$ cat src/rtl/imm_pkg.sv
// Shared opcodes, immediate format codes and skid-buffer states for the
// immediate-generation stage.
package imm_pkg;

    localparam logic [6:0] LUI       = 7'b0110111;
    localparam logic [6:0] AUIPC     = 7'b0010111;
    localparam logic [6:0] JAL       = 7'b1101111;
    localparam logic [6:0] JALR      = 7'b1100111;
    localparam logic [6:0] BRANCH    = 7'b1100011;
    localparam logic [6:0] LOAD      = 7'b0000011;
    localparam logic [6:0] STORE     = 7'b0100011;
    localparam logic [6:0] OP_IMM    = 7'b0010011;
    localparam logic [6:0] OP        = 7'b0110011;
    localparam logic [6:0] OP_IMM_32 = 7'b0011011;
    localparam logic [6:0] OP_32     = 7'b0111011;

    typedef enum logic [2:0] {
        R    = 3'd0,
        I    = 3'd1,
        S    = 3'd2,
        B    = 3'd3,
        U    = 3'd4,
        J    = 3'd5,
        SH   = 3'd6,
        NONE = 3'd7
    } imm_fmt_e;

    typedef enum logic [1:0] {
        EMPTY = 2'd0,
        ONE   = 2'd1,
        FULL  = 2'd2
    } skid_state_e;

endpackage

$ cat src/rtl/imm_gen_stage_if.sv
// Valid/ready bus between the front end, the immediate stage and its consumer.
interface imm_gen_stage_if #(
    parameter int XLEN  = 32,
    parameter int LANES = 1
);
    logic                    in_valid;
    logic                    in_ready;
    logic [32*LANES-1:0]     in_instr;
    logic                    out_valid;
    logic                    out_ready;
    logic [XLEN*LANES-1:0]   out_imm;
    logic [3*LANES-1:0]      out_fmt;
    logic [LANES-1:0]        out_illegal;
    logic [32*LANES-1:0]     out_instr;

    modport master (
        output in_valid, in_instr, out_ready,
        input  in_ready, out_valid, out_imm, out_fmt, out_illegal, out_instr
    );

    modport slave (
        input  in_valid, in_instr, out_ready,
        output in_ready, out_valid, out_imm, out_fmt, out_illegal, out_instr
    );
endinterface

$ cat src/rtl/imm_decode_lane.sv
// Combinational immediate, format and legality decode for one instruction.
module imm_decode_lane
    import imm_pkg::*;
#(
    parameter int XLEN = 32
) (
    input  logic [31:0]      instr,
    output logic [XLEN-1:0]  imm,
    output imm_fmt_e         fmt,
    output logic             illegal
);

    function automatic logic [XLEN-1:0] sext32(input logic [31:0] v);
        sext32 = XLEN'($signed(v));
    endfunction

    logic [2:0] funct3_s;
    logic       is_shift_s;

    assign funct3_s   = instr[14:12];
    assign is_shift_s = (funct3_s == 3'b001) || (funct3_s == 3'b101);

    // Opcode decode; RV64 shifts take a 6-bit shamt, W-forms keep 5 bits.
    always_comb begin
        imm     = {XLEN{1'b0}};
        fmt     = NONE;
        illegal = 1'b0;
        case (instr[6:0])
            LUI, AUIPC: begin
                fmt = U;
                imm = sext32({instr[31:12], 12'h000});
            end
            JAL: begin
                fmt = J;
                imm = sext32({{11{instr[31]}}, instr[31], instr[19:12],
                              instr[20], instr[30:21], 1'b0});
            end
            BRANCH: begin
                fmt = B;
                imm = sext32({{19{instr[31]}}, instr[31], instr[7],
                              instr[30:25], instr[11:8], 1'b0});
            end
            STORE: begin
                fmt = S;
                imm = sext32({{20{instr[31]}}, instr[31:25], instr[11:7]});
            end
            JALR, LOAD: begin
                fmt = I;
                imm = sext32({{20{instr[31]}}, instr[31:20]});
            end
            OP_IMM: begin
                if (is_shift_s) begin
                    fmt = SH;
                    if (XLEN == 64) begin
                        imm = XLEN'(instr[25:20]);
                    end else begin
                        imm = XLEN'(instr[24:20]);
                    end
                end else begin
                    fmt = I;
                    imm = sext32({{20{instr[31]}}, instr[31:20]});
                end
            end
            OP: begin
                fmt = R;
            end
            OP_IMM_32: begin
                if (XLEN != 64) begin
                    illegal = 1'b1;
                end else if (is_shift_s) begin
                    fmt = SH;
                    imm = XLEN'(instr[24:20]);
                end else begin
                    fmt = I;
                    imm = sext32({{20{instr[31]}}, instr[31:20]});
                end
            end
            OP_32: begin
                if (XLEN == 64) begin
                    fmt = R;
                end else begin
                    illegal = 1'b1;
                end
            end
            default: begin
                illegal = 1'b1;
            end
        endcase
    end

endmodule

$ cat src/rtl/imm_gen_stage.sv
// Registered multi-lane immediate stage: per-lane decode feeding a 2-entry
// skid buffer (or a single output register when SKID = 0).
module imm_gen_stage
    import imm_pkg::*;
#(
    parameter int XLEN  = 32,
    parameter int LANES = 1,
    parameter int SKID  = 1
) (
    input  logic            clk,
    input  logic            reset,
    imm_gen_stage_if.slave  bus
);

    localparam int MW = XLEN * LANES;
    localparam int FW = 3 * LANES;
    localparam int LW = LANES;
    localparam int IW = 32 * LANES;
    localparam int BW = IW + LW + FW + MW;

    logic [MW-1:0] dec_imm_s;
    logic [FW-1:0] dec_fmt_s;
    logic [LW-1:0] dec_ill_s;
    logic [BW-1:0] dec_beat_s;
    logic [BW-1:0] main_r;
    logic [BW-1:0] skid_r;
    skid_state_e   state_r;
    logic          push_s;
    logic          pop_s;
    logic          out_valid_s;
    logic          in_ready_s;

    for (genvar g = 0; g < LANES; g++) begin : g_lane
        imm_decode_lane #(.XLEN(XLEN)) u_lane (
            .instr   (bus.in_instr[32*g +: 32]),
            .imm     (dec_imm_s[XLEN*g +: XLEN]),
            .fmt     (dec_fmt_s[3*g +: 3]),
            .illegal (dec_ill_s[g])
        );
    end

    assign dec_beat_s  = {bus.in_instr, dec_ill_s, dec_fmt_s, dec_imm_s};
    assign out_valid_s = (state_r != EMPTY);

    // Acceptance: with the skid buffer, readiness comes only from the state register.
    always_comb begin
        if (reset) begin
            in_ready_s = 1'b0;
        end else if (SKID == 1) begin
            in_ready_s = (state_r != FULL);
        end else begin
            in_ready_s = bus.out_ready | ~out_valid_s;
        end
    end

    assign push_s = bus.in_valid & in_ready_s;
    assign pop_s  = out_valid_s & bus.out_ready;

    // Buffer FSM; main_r always holds the oldest beat, skid_r the next one.
    always_ff @(posedge clk) begin
        if (reset) begin
            state_r <= EMPTY;
            main_r  <= {BW{1'b0}};
            skid_r  <= {BW{1'b0}};
        end else if (SKID == 1) begin
            case (state_r)
                EMPTY: begin
                    if (push_s) begin
                        main_r  <= dec_beat_s;
                        state_r <= ONE;
                    end
                end
                ONE: begin
                    if (push_s && pop_s) begin
                        main_r <= dec_beat_s;
                    end else if (push_s) begin
                        skid_r  <= dec_beat_s;
                        state_r <= FULL;
                    end else if (pop_s) begin
                        state_r <= EMPTY;
                    end
                end
                FULL: begin
                    if (pop_s) begin
                        main_r  <= skid_r;
                        state_r <= ONE;
                    end
                end
                default: begin
                    state_r <= EMPTY;
                end
            endcase
        end else begin
            if (push_s) begin
                main_r  <= dec_beat_s;
                state_r <= ONE;
            end else if (pop_s) begin
                state_r <= EMPTY;
            end
        end
    end

    assign bus.in_ready    = in_ready_s;
    assign bus.out_valid   = out_valid_s;
    assign bus.out_imm     = main_r[0 +: MW];
    assign bus.out_fmt     = main_r[MW +: FW];
    assign bus.out_illegal = main_r[MW+FW +: LW];
    assign bus.out_instr   = main_r[MW+FW+LW +: IW];

endmodule

$ cat src/flat_wrapper.sv
// flat-port wrapper written by rule: the top's interface ports become plain ports
module imm_gen_stage_flat import imm_pkg::*;
#(
    parameter int XLEN  = 32,
    parameter int LANES = 1,
    parameter int SKID  = 1
)
  (clk, reset, bus_in_valid, bus_in_instr, bus_out_ready, bus_in_ready, bus_out_valid, bus_out_imm, bus_out_fmt, bus_out_illegal, bus_out_instr);
  imm_gen_stage_if #(.XLEN(XLEN), .LANES(LANES)) bus_i ();
  input  logic clk;
  input  logic reset;
  input wire logic [$bits(bus_i.in_valid)-1:0] bus_in_valid;
  input wire logic [$bits(bus_i.in_instr)-1:0] bus_in_instr;
  input wire logic [$bits(bus_i.out_ready)-1:0] bus_out_ready;
  output wire logic [$bits(bus_i.in_ready)-1:0] bus_in_ready;
  output wire logic [$bits(bus_i.out_valid)-1:0] bus_out_valid;
  output wire logic [$bits(bus_i.out_imm)-1:0] bus_out_imm;
  output wire logic [$bits(bus_i.out_fmt)-1:0] bus_out_fmt;
  output wire logic [$bits(bus_i.out_illegal)-1:0] bus_out_illegal;
  output wire logic [$bits(bus_i.out_instr)-1:0] bus_out_instr;
  assign bus_i.in_valid = bus_in_valid;
  assign bus_i.in_instr = bus_in_instr;
  assign bus_i.out_ready = bus_out_ready;
  assign bus_in_ready = bus_i.in_ready;
  assign bus_out_valid = bus_i.out_valid;
  assign bus_out_imm = bus_i.out_imm;
  assign bus_out_fmt = bus_i.out_fmt;
  assign bus_out_illegal = bus_i.out_illegal;
  assign bus_out_instr = bus_i.out_instr;
  imm_gen_stage #(.XLEN(XLEN), .LANES(LANES), .SKID(SKID)) u_core (.clk(clk), .reset(reset), .bus(bus_i));
endmodule
$ cat config.mk
export PLATFORM = sky130hd
export DESIGN_NAME = imm_gen_stage_flat
export DESIGN_NICKNAME = d
export VERILOG_FILES = /design/src/rtl/imm_pkg.sv /design/src/rtl/imm_gen_stage_if.sv /design/src/rtl/imm_decode_lane.sv /design/src/rtl/imm_gen_stage.sv /design/src/flat_wrapper.sv
export SDC_FILE = /design/constraint.sdc
export NUM_CORES = 1
export LEC_CHECK = 0
export CAP_MARGIN = 20
export CORE_MARGIN = 2
export CORE_UTILIZATION = 41
export CTS_BUF_LIST = sky130_fd_sc_hd__clkbuf_8
export DETAILED_ROUTE_END_ITERATION = 16
export GPL_TIMING_DRIVEN = 0
export PLACE_DENSITY = 0.75
export RECOVER_POWER = 25
export SYNTH_ARGS = -nofsm -noshare
export SYNTH_HDL_FRONTEND = slang
export SYNTH_HIERARCHICAL = 1
export SYNTH_SLANG_ARGS = --single-unit
$ cat constraint.sdc
create_clock -name clk -period 5.6 [get_ports clk]
set_clock_uncertainty 0.05 [all_clocks]
set_input_delay 1.12 -clock clk [delete_from_list [all_inputs] [get_ports clk]]
set_output_delay 1.12 -clock clk [all_outputs]
set_load 0.02 [all_outputs]
==> flow_summary.toml <==
[outcome]
status = "completed"

[die]
die_x_um = 132
die_h_um = 132
start_util_pct = 42.0
rows = 46
coreArea_sq_mm = 0.0159
die-area_sq_mm = 0.0173
ios = 106

[global_routing]
antenna_found_initial = 0
grt_max_degree = 17
grt_pass1_wl_mm = 32.7
grt-ovfl-total = 0
grt_pass1_vias = 6042
track_usage_pct = 23.4

[synthesis]
synth_ff_type = "dfxtp_1"
ys_seq_elements = 138
yosysSeqAreaShare_pct = 41.4
synth.top_cell.area_share_pct = 41.4
synthSimpleGateAreaFrac_pct = 9.88
syn_nets = 773
synthArstFlopShare_pct = 0
yosysTopAreaCell = "dfxtp_1"
synth_compound_area_share_pct = 31.4
syn_area_sq_mm = 0.00667
muxShareOfSynthArea_pct = 10.3
synth_area_leaders = "dfxtp_1, mux2i_1, a311oi_1"
synthDistinctLibCells = 47
synth-xor-area-share_pct = 0
synth_edf_count = 0
synth_fa_ha_area_share_pct = 0
yosys_warnings = 6
synth_top_family_by_area = "compound AO/OA/AOI/OAI gates"
netlist_instances = 737
postSynthAreaPerCell_sq_um = 9.06

[cts]
post_cts_buffers = 0
clock_path_buffers = 2
h-tree-depth = 4
holdBufCountCts = 0
cts-root-buf = "clkbuf_8"
cts-resized-gates = 0
cts_made_buffers = 17
cts_tree = "done"
cts_sinks = 138
clock_latency_ps = 450
clk_pin_slew_ps = 70

[layout]
syn_to_final_growth_pct = 25.9
final_nets = 896
utilization_pct = 52.9
drive_above_1_share_pct = 9.98
diodes = 0

[critical_path]
rr_startpoint = "u_core/state_r[1]"
cp-end-kind = "primary output"
worst_ep_arrival_time_ps = 2780
required_ps = 4430
startpoint_type = "input pin"
cp_max_fo = 10
rr_worst_depth = 6
critPathKind = "in2out"
rrSetupSlack_ps = 3530
timing.rr.end = "u_core/main_r[11]"

[sta]
finalCriticalPeriod_ps = 3950
finalCritPeriodShare_pct = 70.5
fmax_ghz = 0.253
setup-violations-final = 0
slew_headroom_pct = 43.4
slew_viol_final = 0
finalSetupTns_ps = 0
final_hold_viol_count = 0
worstMarginPinSlew_ps = 839
rsz0062_at_grt = "no"

[hold_path]
hold_path_startpoint = "u_core/skid_r[24]"
min_to = "u_core/skid_r[24]"
holdCritPathClass = "reg2reg"
min_path_cells = 2

[pwr]
peakVddDrop_mv = 0.156
powerDensity_mw_per_mm2 = 275
power_leakage_nw = 3.39

[drt]
drt_first_pass_iters = 6
wl_per_cell_um = 19.1
vias_per_cell = 6.01
drtAntennaViolNets = 0
vias = 6540
wl_met1_mm = 9.03
drt_iter0_markers = 641
top_layer = "met4"
route.met3.wl_mm = 1.67
drc = 0
route.met2.wl_mm = 9.34
routed_wl_mm = 20.8

[place]
portBuffers = 104
place_congestion = 0.913
dp_hpwl_mm = 14.6

[flow_run]
max_cap_violations = 0
cell families after synthesis:
family / Yosys count
buffers and inverters: 101
multiplexers: 69
flip-flops: 138
AND/OR/NAND/NOR: 119
AO/OA/AOI/OAI: 310
synthesized netlist by cell type (3+ instances only):
| cell type | number |
|---|---|
| a21o_1 | 12 |
| buf_4 | 5 |
| buf_6 | 5 |
| inv_1 | 3 |
| nor2b_1 | 6 |
| o21ai_0 | 67 |
| a311oi_1 | 68 |
| nand3_1 | 75 |
| mux2i_1 | 69 |
| dfxtp_1 | 138 |
| nand2_1 | 9 |
| buf_2 | 26 |
| nand3b_1 | 3 |
| a22o_1 | 4 |
| clkbuf_1 | 60 |
| a21oi_1 | 71 |
| a211oi_1 | 69 |
| nand2b_1 | 4 |
| a21o_2 | 8 |
| nor2_1 | 3 |
how the worst max path moves through the flow:
stage	startpoint	endpoint	slack [ps]	cells past startpoint
after CTS	reset	bus_in_ready	1660	5
after global routing	reset	bus_in_ready	1580	5
final	reset	bus_in_ready	1650	5
after global placement	reset	bus_in_ready	1680	5
after floorplan	reset	bus_in_ready	2530	4
after detailed placement	reset	bus_in_ready	1680	5
cells in the final DEF (no fill, tap or decap), types with 5 or more instances in the layout:
cell type,netlist,routed
a21o_2,8,8
a211oi_1,69,69
mux2i_1,69,69
dfxtp_1,138,138
nand3_1,75,75
a21o_1,12,12
clkbuf_1,60,60
clkbuf_8,0,20
dlygate4sd3_1,0,52
a311oi_1,68,68
buf_4,5,5
nor2b_1,6,6
buf_2,26,26
a21oi_1,71,71
o21ai_0,67,67
buf_6,5,5
nand2_1,9,9
clkdlybuf4s50_1,0,52
flip-flops by register name, indices dropped and copies added (netlist names):
register and flops:
u_core/main_r 68, u_core/state_r 2, u_core/skid_r 68
final cells by class:
| type | instances | area (sq um) |
|---|---|---|
| Sequential cell | 138 | 2760 |
| Inverter | 4 | 15.0 |
| Tap cell | 216 | 270 |
| Clock inverter | 11 | 144 |
| Fill cell | 1477 | 7480 |
| Buffer | 97 | 453 |
| Multi-Input combinational cell | 498 | 3440 |
| Clock buffer | 20 | 275 |
| Timing Repair Buffer | 104 | 1040 |
stage by stage:
| step | setup WS, ps | std cells | power [W] | instance area (sq um) | hold WS [ps] |
|---|---|---|---|---|---|
| 2_1_floorplan | 2530 | 737 | 0.00129 | 6670 | 403 |
| 3_3_place_gp | 1680 | 1057 | 0.00146 | 7990 | 409 |
| 3_5_place_dp | 1680 | 1057 | 0.00147 | 7990 | 415 |
| 4_1_cts | 1660 | 1088 | 0.00233 | 8400 | 426 |
| 5_1_grt | 1580 | 1088 | 0.00239 | 8400 | 438 |
| 6_report | 1650 | 1088 | 0.00231 | 8400 | 426 |
where the power goes:
group / internal (W) / switching, W / total (W) / leakage [nW]
Combinational: 0.000159 / 0.000233 / 0.000392 / 2.07
Sequential: 0.00102 / 0.0000229 / 0.00105 / 1.12
Clock: 0.000472 / 0.000398 / 0.000870 / 0.203
per-layer routing:
layer / global-route usage (%) / vias to the layer above
li1: - / 3093
met1: 31.1 / 3095
met2: 35.6 / 294
met3: 5.75 / 58
met4: 10.9 / 0
met5: 0 / -
worst max-delay path, cell delays in order:
cell and delay [ps]:
buf_2 190, inv_2 170, clkbuf_1 420, and2_1 260, clkdlybuf4s50_1 620
No activity file was read; power rests on OpenSTA's default activity.
